[src/rtl/kbd_serial_tx.sv]
// kbd_serial_tx: Amiga keyboard KDAT/KCLK transmitter with CIA handshake and lost-sync recovery; KBD_POWERUP_STREAM_EN sends FD/FE after reset
module kbd_serial_tx #(
  parameter int BIT_TICKS = 142,
  parameter int TIMEOUT_TICKS = 1014412
) (
  input  logic       clk,
  input  logic       reset_n,
  input  logic       clk7_en,
  input  logic [7:0] key_data,
  input  logic       key_valid,
  output logic       key_ready,
  output logic       kbd_clk,
  output logic       kbd_dat,
  input  logic       ack_n,
  output logic       busy,
  output logic       resync
);
`ifdef KBD_POWERUP_STREAM_EN
  localparam logic POWERUP = 1'b1;
`else
  localparam logic POWERUP = 1'b0;
`endif
  localparam int PW = BIT_TICKS > 1 ? $clog2(BIT_TICKS) : 1;
  localparam int TW = $clog2(TIMEOUT_TICKS + 1);
  localparam logic [PW-1:0] PLAST = PW'(BIT_TICKS - 1);
  localparam logic [TW-1:0] TLAST = TW'(TIMEOUT_TICKS - 1);
  localparam logic [TW-1:0] TMAX = TW'(TIMEOUT_TICKS);
  typedef enum logic [2:0] {IDLE, SETUP, LOW, HIGH, WAIT_ACK, ACK_REL, RESYNC_BIT, RESYNC_WAIT} state_t;
  typedef enum logic [1:0] {JOB_KEY, JOB_FD, JOB_FE} job_t;
  state_t state;
  job_t job;
  logic [PW-1:0] phase;
  logic [TW-1:0] tcnt, tcnt_inc;
  logic [2:0] bitn;
  logic [1:0] sub;
  logic [7:0] hold, shift, nxt, enc;
  logic pu, f9, go;
  // go starts a byte: a fresh key or powerup code from IDLE, or the follow-up byte after a handshake
  always_comb begin
    go = state == IDLE ? (pu || (key_valid && key_ready))
                       : state == ACK_REL && ack_n && (resync || f9 || job == JOB_FD);
    nxt = state == IDLE ? (pu ? 8'hFD : key_data)
        : resync ? 8'hF9
        : f9 ? (job == JOB_FD ? 8'hFD : job == JOB_FE ? 8'hFE : hold)
        : 8'hFE;
    enc = {~nxt[6:0], ~nxt[7]};
    tcnt_inc = tcnt == TMAX ? tcnt : tcnt + 1'b1;
  end
  always_ff @(posedge clk)
    if (!reset_n) begin
      state <= IDLE;
      job <= JOB_KEY;
      phase <= '0;
      tcnt <= '0;
      bitn <= '0;
      sub <= '0;
      hold <= '0;
      shift <= '0;
      pu <= POWERUP;
      f9 <= 1'b0;
      kbd_clk <= 1'b1;
      kbd_dat <= 1'b1;
      key_ready <= 1'b0;
      busy <= 1'b0;
      resync <= 1'b0;
    end else if (clk7_en) begin
      case (state)
        IDLE: begin
          key_ready <= 1'b1;
          if (go) begin
            pu <= 1'b0;
            job <= pu ? JOB_FD : JOB_KEY;
            if (!pu) hold <= key_data;
          end
        end
        SETUP:
          if (phase == PLAST) begin
            phase <= '0;
            state <= LOW;
            kbd_clk <= 1'b0;
          end else phase <= phase + 1'b1;
        LOW:
          if (phase == PLAST) begin
            phase <= '0;
            state <= HIGH;
            kbd_clk <= 1'b1;
          end else phase <= phase + 1'b1;
        HIGH:
          if (phase == PLAST) begin
            phase <= '0;
            if (bitn == 3'd7) begin
              state <= WAIT_ACK;
              kbd_dat <= 1'b1;
              tcnt <= '0;
            end else begin
              state <= SETUP;
              bitn <= bitn + 1'b1;
              shift <= shift << 1;
              kbd_dat <= shift[6];
            end
          end else phase <= phase + 1'b1;
        // ack is checked before the timeout so an ack in the last counted tick wins
        WAIT_ACK:
          if (!ack_n) begin
            state <= ACK_REL;
            if (f9) resync <= 1'b0;
          end else if (tcnt == TLAST) begin
            state <= RESYNC_BIT;
            resync <= 1'b1;
            kbd_dat <= 1'b0;
            phase <= '0;
            sub <= '0;
          end else tcnt <= tcnt_inc;
        ACK_REL:
          if (ack_n) begin
            if (resync) f9 <= 1'b1;
            else if (f9) f9 <= 1'b0;
            else if (job == JOB_FD) job <= JOB_FE;
            else begin
              state <= IDLE;
              busy <= 1'b0;
              key_ready <= 1'b1;
              job <= JOB_KEY;
            end
          end
        RESYNC_BIT:
          if (phase == PLAST) begin
            phase <= '0;
            sub <= sub + 1'b1;
            kbd_clk <= sub != 2'd0;
            if (sub == 2'd2) begin
              state <= RESYNC_WAIT;
              kbd_dat <= 1'b1;
              tcnt <= '0;
            end
          end else phase <= phase + 1'b1;
        RESYNC_WAIT:
          if (!ack_n) state <= ACK_REL;
          else if (tcnt == TLAST) begin
            state <= RESYNC_BIT;
            kbd_dat <= 1'b0;
            phase <= '0;
            sub <= '0;
          end else tcnt <= tcnt_inc;
      endcase
      if (go) begin
        state <= SETUP;
        phase <= '0;
        bitn <= '0;
        shift <= enc;
        kbd_dat <= enc[7];
        busy <= 1'b1;
        key_ready <= 1'b0;
      end
    end
endmodule

[config.mk]
export PLATFORM = sky130hd
export DESIGN_NAME = kbd_serial_tx
export DESIGN_NICKNAME = d
export VERILOG_FILES = /design/src/rtl/kbd_serial_tx.sv
export SDC_FILE = /design/constraint.sdc
export NUM_CORES = 1
export LEC_CHECK = 0
export BUFFER_PORTS_ARGS = -buffer_cell sky130_fd_sc_hd__buf_2
export CAP_MARGIN = 20
export CELL_PAD_IN_SITES_DETAIL_PLACEMENT = 0
export CELL_PAD_IN_SITES_GLOBAL_PLACEMENT = 2
export CORE_MARGIN = 4
export CORE_UTILIZATION = 39
export CTS_BUF_LIST = sky130_fd_sc_hd__clkbuf_4 sky130_fd_sc_hd__clkbuf_8
export CTS_CLUSTER_DIAMETER = 150
export DETAILED_ROUTE_END_ITERATION = 10
export PLACE_DENSITY = 0.84
export RECOVER_POWER = 25
export SLEW_MARGIN = 20
export SYNTH_ARGS = -nofsm -noshare
export SYNTH_HDL_FRONTEND = slang
export SYNTH_SLANG_ARGS = --single-unit
[constraint.sdc]
create_clock -name clk -period 2.9 [get_ports clk]
set_input_delay 0.145 -clock clk [delete_from_list [all_inputs] [get_ports clk]]
set_output_delay 0.145 -clock clk [all_outputs]
set_load 0.005 [all_outputs]
==> results.sh <==
export IMPL_status="complete, no violations"
export IMPL_setup_viol=0
export IMPL_dr_total_vias=3191
export IMPL_place_ws_ps=535
export IMPL_cellPowerDensity_nw_per_um2=470
export IMPL_syn2layout_area_growth_pct=8.88
export IMPL_grt_max_degree=26
export IMPL_final_fill_count=896
export IMPL_synth_seq_cells=57
export IMPL_wl_per_cell_um=16.6
export IMPL_io_pins=18
export IMPL_overflow=0
export IMPL_initialDrtViolationCount=157
export IMPL_p_leak_uw=0.00127
export IMPL_finalWirelength_um=9010
export IMPL_fin_crit_ps=2470
export IMPL_grt_usage=0.181
export IMPL_clock_latency_ps=350
export IMPL_vias_per_cell=5.89
export IMPL_syn_avg_cell_area_um2=8.44
export IMPL_path_clk_slew_ps=70
export IMPL_critPathMaxFanout=23
export IMPL_slew_headroom=0.522
export IMPL_final_common_cell="dfxtp_1"
export IMPL_yosysWarningCount=0
export IMPL_post_cts_repair_setup_buffers=0
export IMPL_place_hpwl_um=6260
export IMPL_antenna_found_initial=0
export IMPL_worstHoldStart="key_data[5]"
export IMPL_clock_skew_ps=13.1
export IMPL_cts_hold_fix_buffers=0
export IMPL_crit_path_end_kind="flip-flop"
export IMPL_ant_nets=0
export IMPL_clk_path_buf_depth=2
export IMPL_rsz0062_at_grt="false"
export IMPL_fin_ws_ps=428
export IMPL_grt_pass1_wl_um=15100
export IMPL_hold_viol=0
export IMPL_seq_area_frac_synth=0.326
export IMPL_drc=0
export IMPL_cts_tree="built"
export IMPL_cts_max_level=3
export IMPL_fin_tns_setup_ps=0
export IMPL_synthDistinctLibCells=67
export IMPL_die_w_um=103
export IMPL_maxCapViolCount=0
export IMPL_row_count=34
export IMPL_min_path_type="in -> reg"
export IMPL_seqCellArea_um2=1140
export IMPL_cts_made_buffers=9
export IMPL_cpPeakStageDelay_ps=570
export IMPL_synth_area_um2=3500
export IMPL_syn_nets=435
export IMPL_drive_gt1_frac=0.136
export IMPL_clock_sinks=57
export IMPL_fmax_mhz=405
export IMPL_ir_drop_v=0.000188
export IMPL_critical_path_cell_chain="buf_4 > nor3_1 > clkbuf_1 > a32o_1 > o21a_1 > mux2i_1 > nor2_1"
export IMPL_synth_edf_count=0
export IMPL_placed_cell_area_um2=3610
export IMPL_drv_slew=0
export IMPL_syn_inst=414
export IMPL_multiInputGateArea_um2=2130
export IMPL_path_class="reg -> reg"
export IMPL_rr_startpoint="state[0]"
export IMPL_crit_start="state[0]"
export IMPL_synthFlopType="dfxtp_1"
export IMPL_drt_pass1_iterations=5
export IMPL_critical_path_buf_inv_count=2
export IMPL_die_area_um2=10500
export IMPL_fin_area_um2=3810
export IMPL_cp_arrival_ps=2700
export IMPL_total_power_uw=1790
export IMPL_routabilityCongestion=0.767
export IMPL_nets=450
export IMPL_crit_family="compound AO/OA/AOI/OAI gates"
export IMPL_fp_coreArea_um2=8720
export IMPL_post_cts_resized=0
export IMPL_mostFrequentLayoutCells="dfxtp_1 (57), a21oi_1 (38), nand2_1 (36), nor2_1 (32), o21ai_0 (19)"
export IMPL_worstPathRequired_ps=3130
export IMPL_port_buffers=17
export IMPL_start_util=0.401
export IMPL_start_kind="flip-flop"
export IMPL_grt_pass1_vias=3002
export IMPL_hold_ws_ps=47.1
export IMPL_fin_crit_sh=0.852
export IMPL_die_h_um=103
export IMPL_tightest_slew_ps=715
export IMPL_async_reset_ff_frac=0
export IMPL_worst_path_max_delay_cell="a32o_1"
export IMPL_n_antenna_cell=0
export IMPL_cts_root_buf="clkbuf_8"
## layer usage
layer  global-route usage  vias to the layer above  part of all wire
met5                    0                        -                 0
met4               0.0666                        0             0.014
met3               0.0345                       13             0.040
met2                0.310                       58              0.49
met1                0.227                     1522              0.45
li1                     -                     1598                 -
## kinds of logic after synthesis
family / count (synthesis) / share of synthesized area
flip-flops: 57 / 0.326
AND/OR/NAND/NOR: 165 / 0.264
buffers and inverters: 38 / 0.0655
AO/OA/AOI/OAI: 126 / 0.257
adder cells (fa/ha/maj): 8 / 0.0286
XOR/XNOR: 2 / 0.00716
multiplexers: 18 / 0.0515
## area by class of cell
cell class,count,share of cell area
inverters,16,0.0158
repair buffers,26,0.0378
flip-flops and latches,57,0.300
clock buffers,11,0.0381
clock inverters,5,0.0145
well taps,108,0.0355
multi-input cells,319,0.559
## synthesized netlist by cell type, drive strengths merged (2+ instances only)
cell	count	share of area
nand2	36	0.039
o21ai	21	0.030
a2111oi	2	0.010
o211ai	11	0.031
or2	2	0.0036
ha	8	0.029
or4	16	0.039
nor3	10	0.018
mux2i	18	0.052
a211oi	4	0.0086
inv	14	0.015
a21oi	41	0.062
dfxtp	57	0.33
a211o	2	0.0050
o211a	2	0.0057
nor4	7	0.017
nor2b	5	0.0089
nand3	15	0.021
or2b	3	0.0072
o31a	3	0.0079
o221ai	2	0.0050
o31ai	15	0.032
clkinv	2	0.0021
and3	3	0.0054
nor2	32	0.034
o21a	5	0.011
clkbuf	16	0.034
nand2b	8	0.014
or3	10	0.018
nand4	10	0.018
a311oi	5	0.013
xor2	2	0.0072
buf	6	0.014
## per-stage QoR
step / util / instances
2_1_floorplan: - / 414
3_3_place_gp: 0.414 / 526
3_5_place_dp: 0.414 / 526
4_1_cts: 0.437 / 542
5_1_grt: 0.436 / 542
6_report: 0.436 / 542
## sequential cells by signal, summed over array words and instances, names as in the netlist
name / flops
tcnt: 20
hold: 8
phase: 8
shift: 7
bitn: 3
state: 3
sub: 2
busy: 1
f9: 1
kbd_clk: 1
kbd_dat: 1
key_ready: 1
resync: 1
## worst reg2reg max path, delay by kind of cell, from the launching register on
kind                   cells  cell delay (ps)
muxes                      1              250
and+or+nand+nor            2              260
AOI/OAI and AO/OA          2             1070
DFF                        1              300
buffers and inverters      2              480
## path summary, 6_finish.rpt
path / endpoint / depth (start not counted) / slack [ps]
worst max-delay path: bitn[2] / 7 / 430
worst min-delay path: hold[5] / 3 / 50
worst max register to register: bitn[2] / 7 / 430
worst min register to register: shift[1] / 2 / 450
## power breakdown
group	switching [uW]	leakage (uW)	internal [uW]
sequential	17.3	0.000460	798
clock	341	0.0000987	427
combinational	132	0.000711	74.3
total	491	0.00127	1300
No activity file was read; power rests on OpenSTA's default activity.
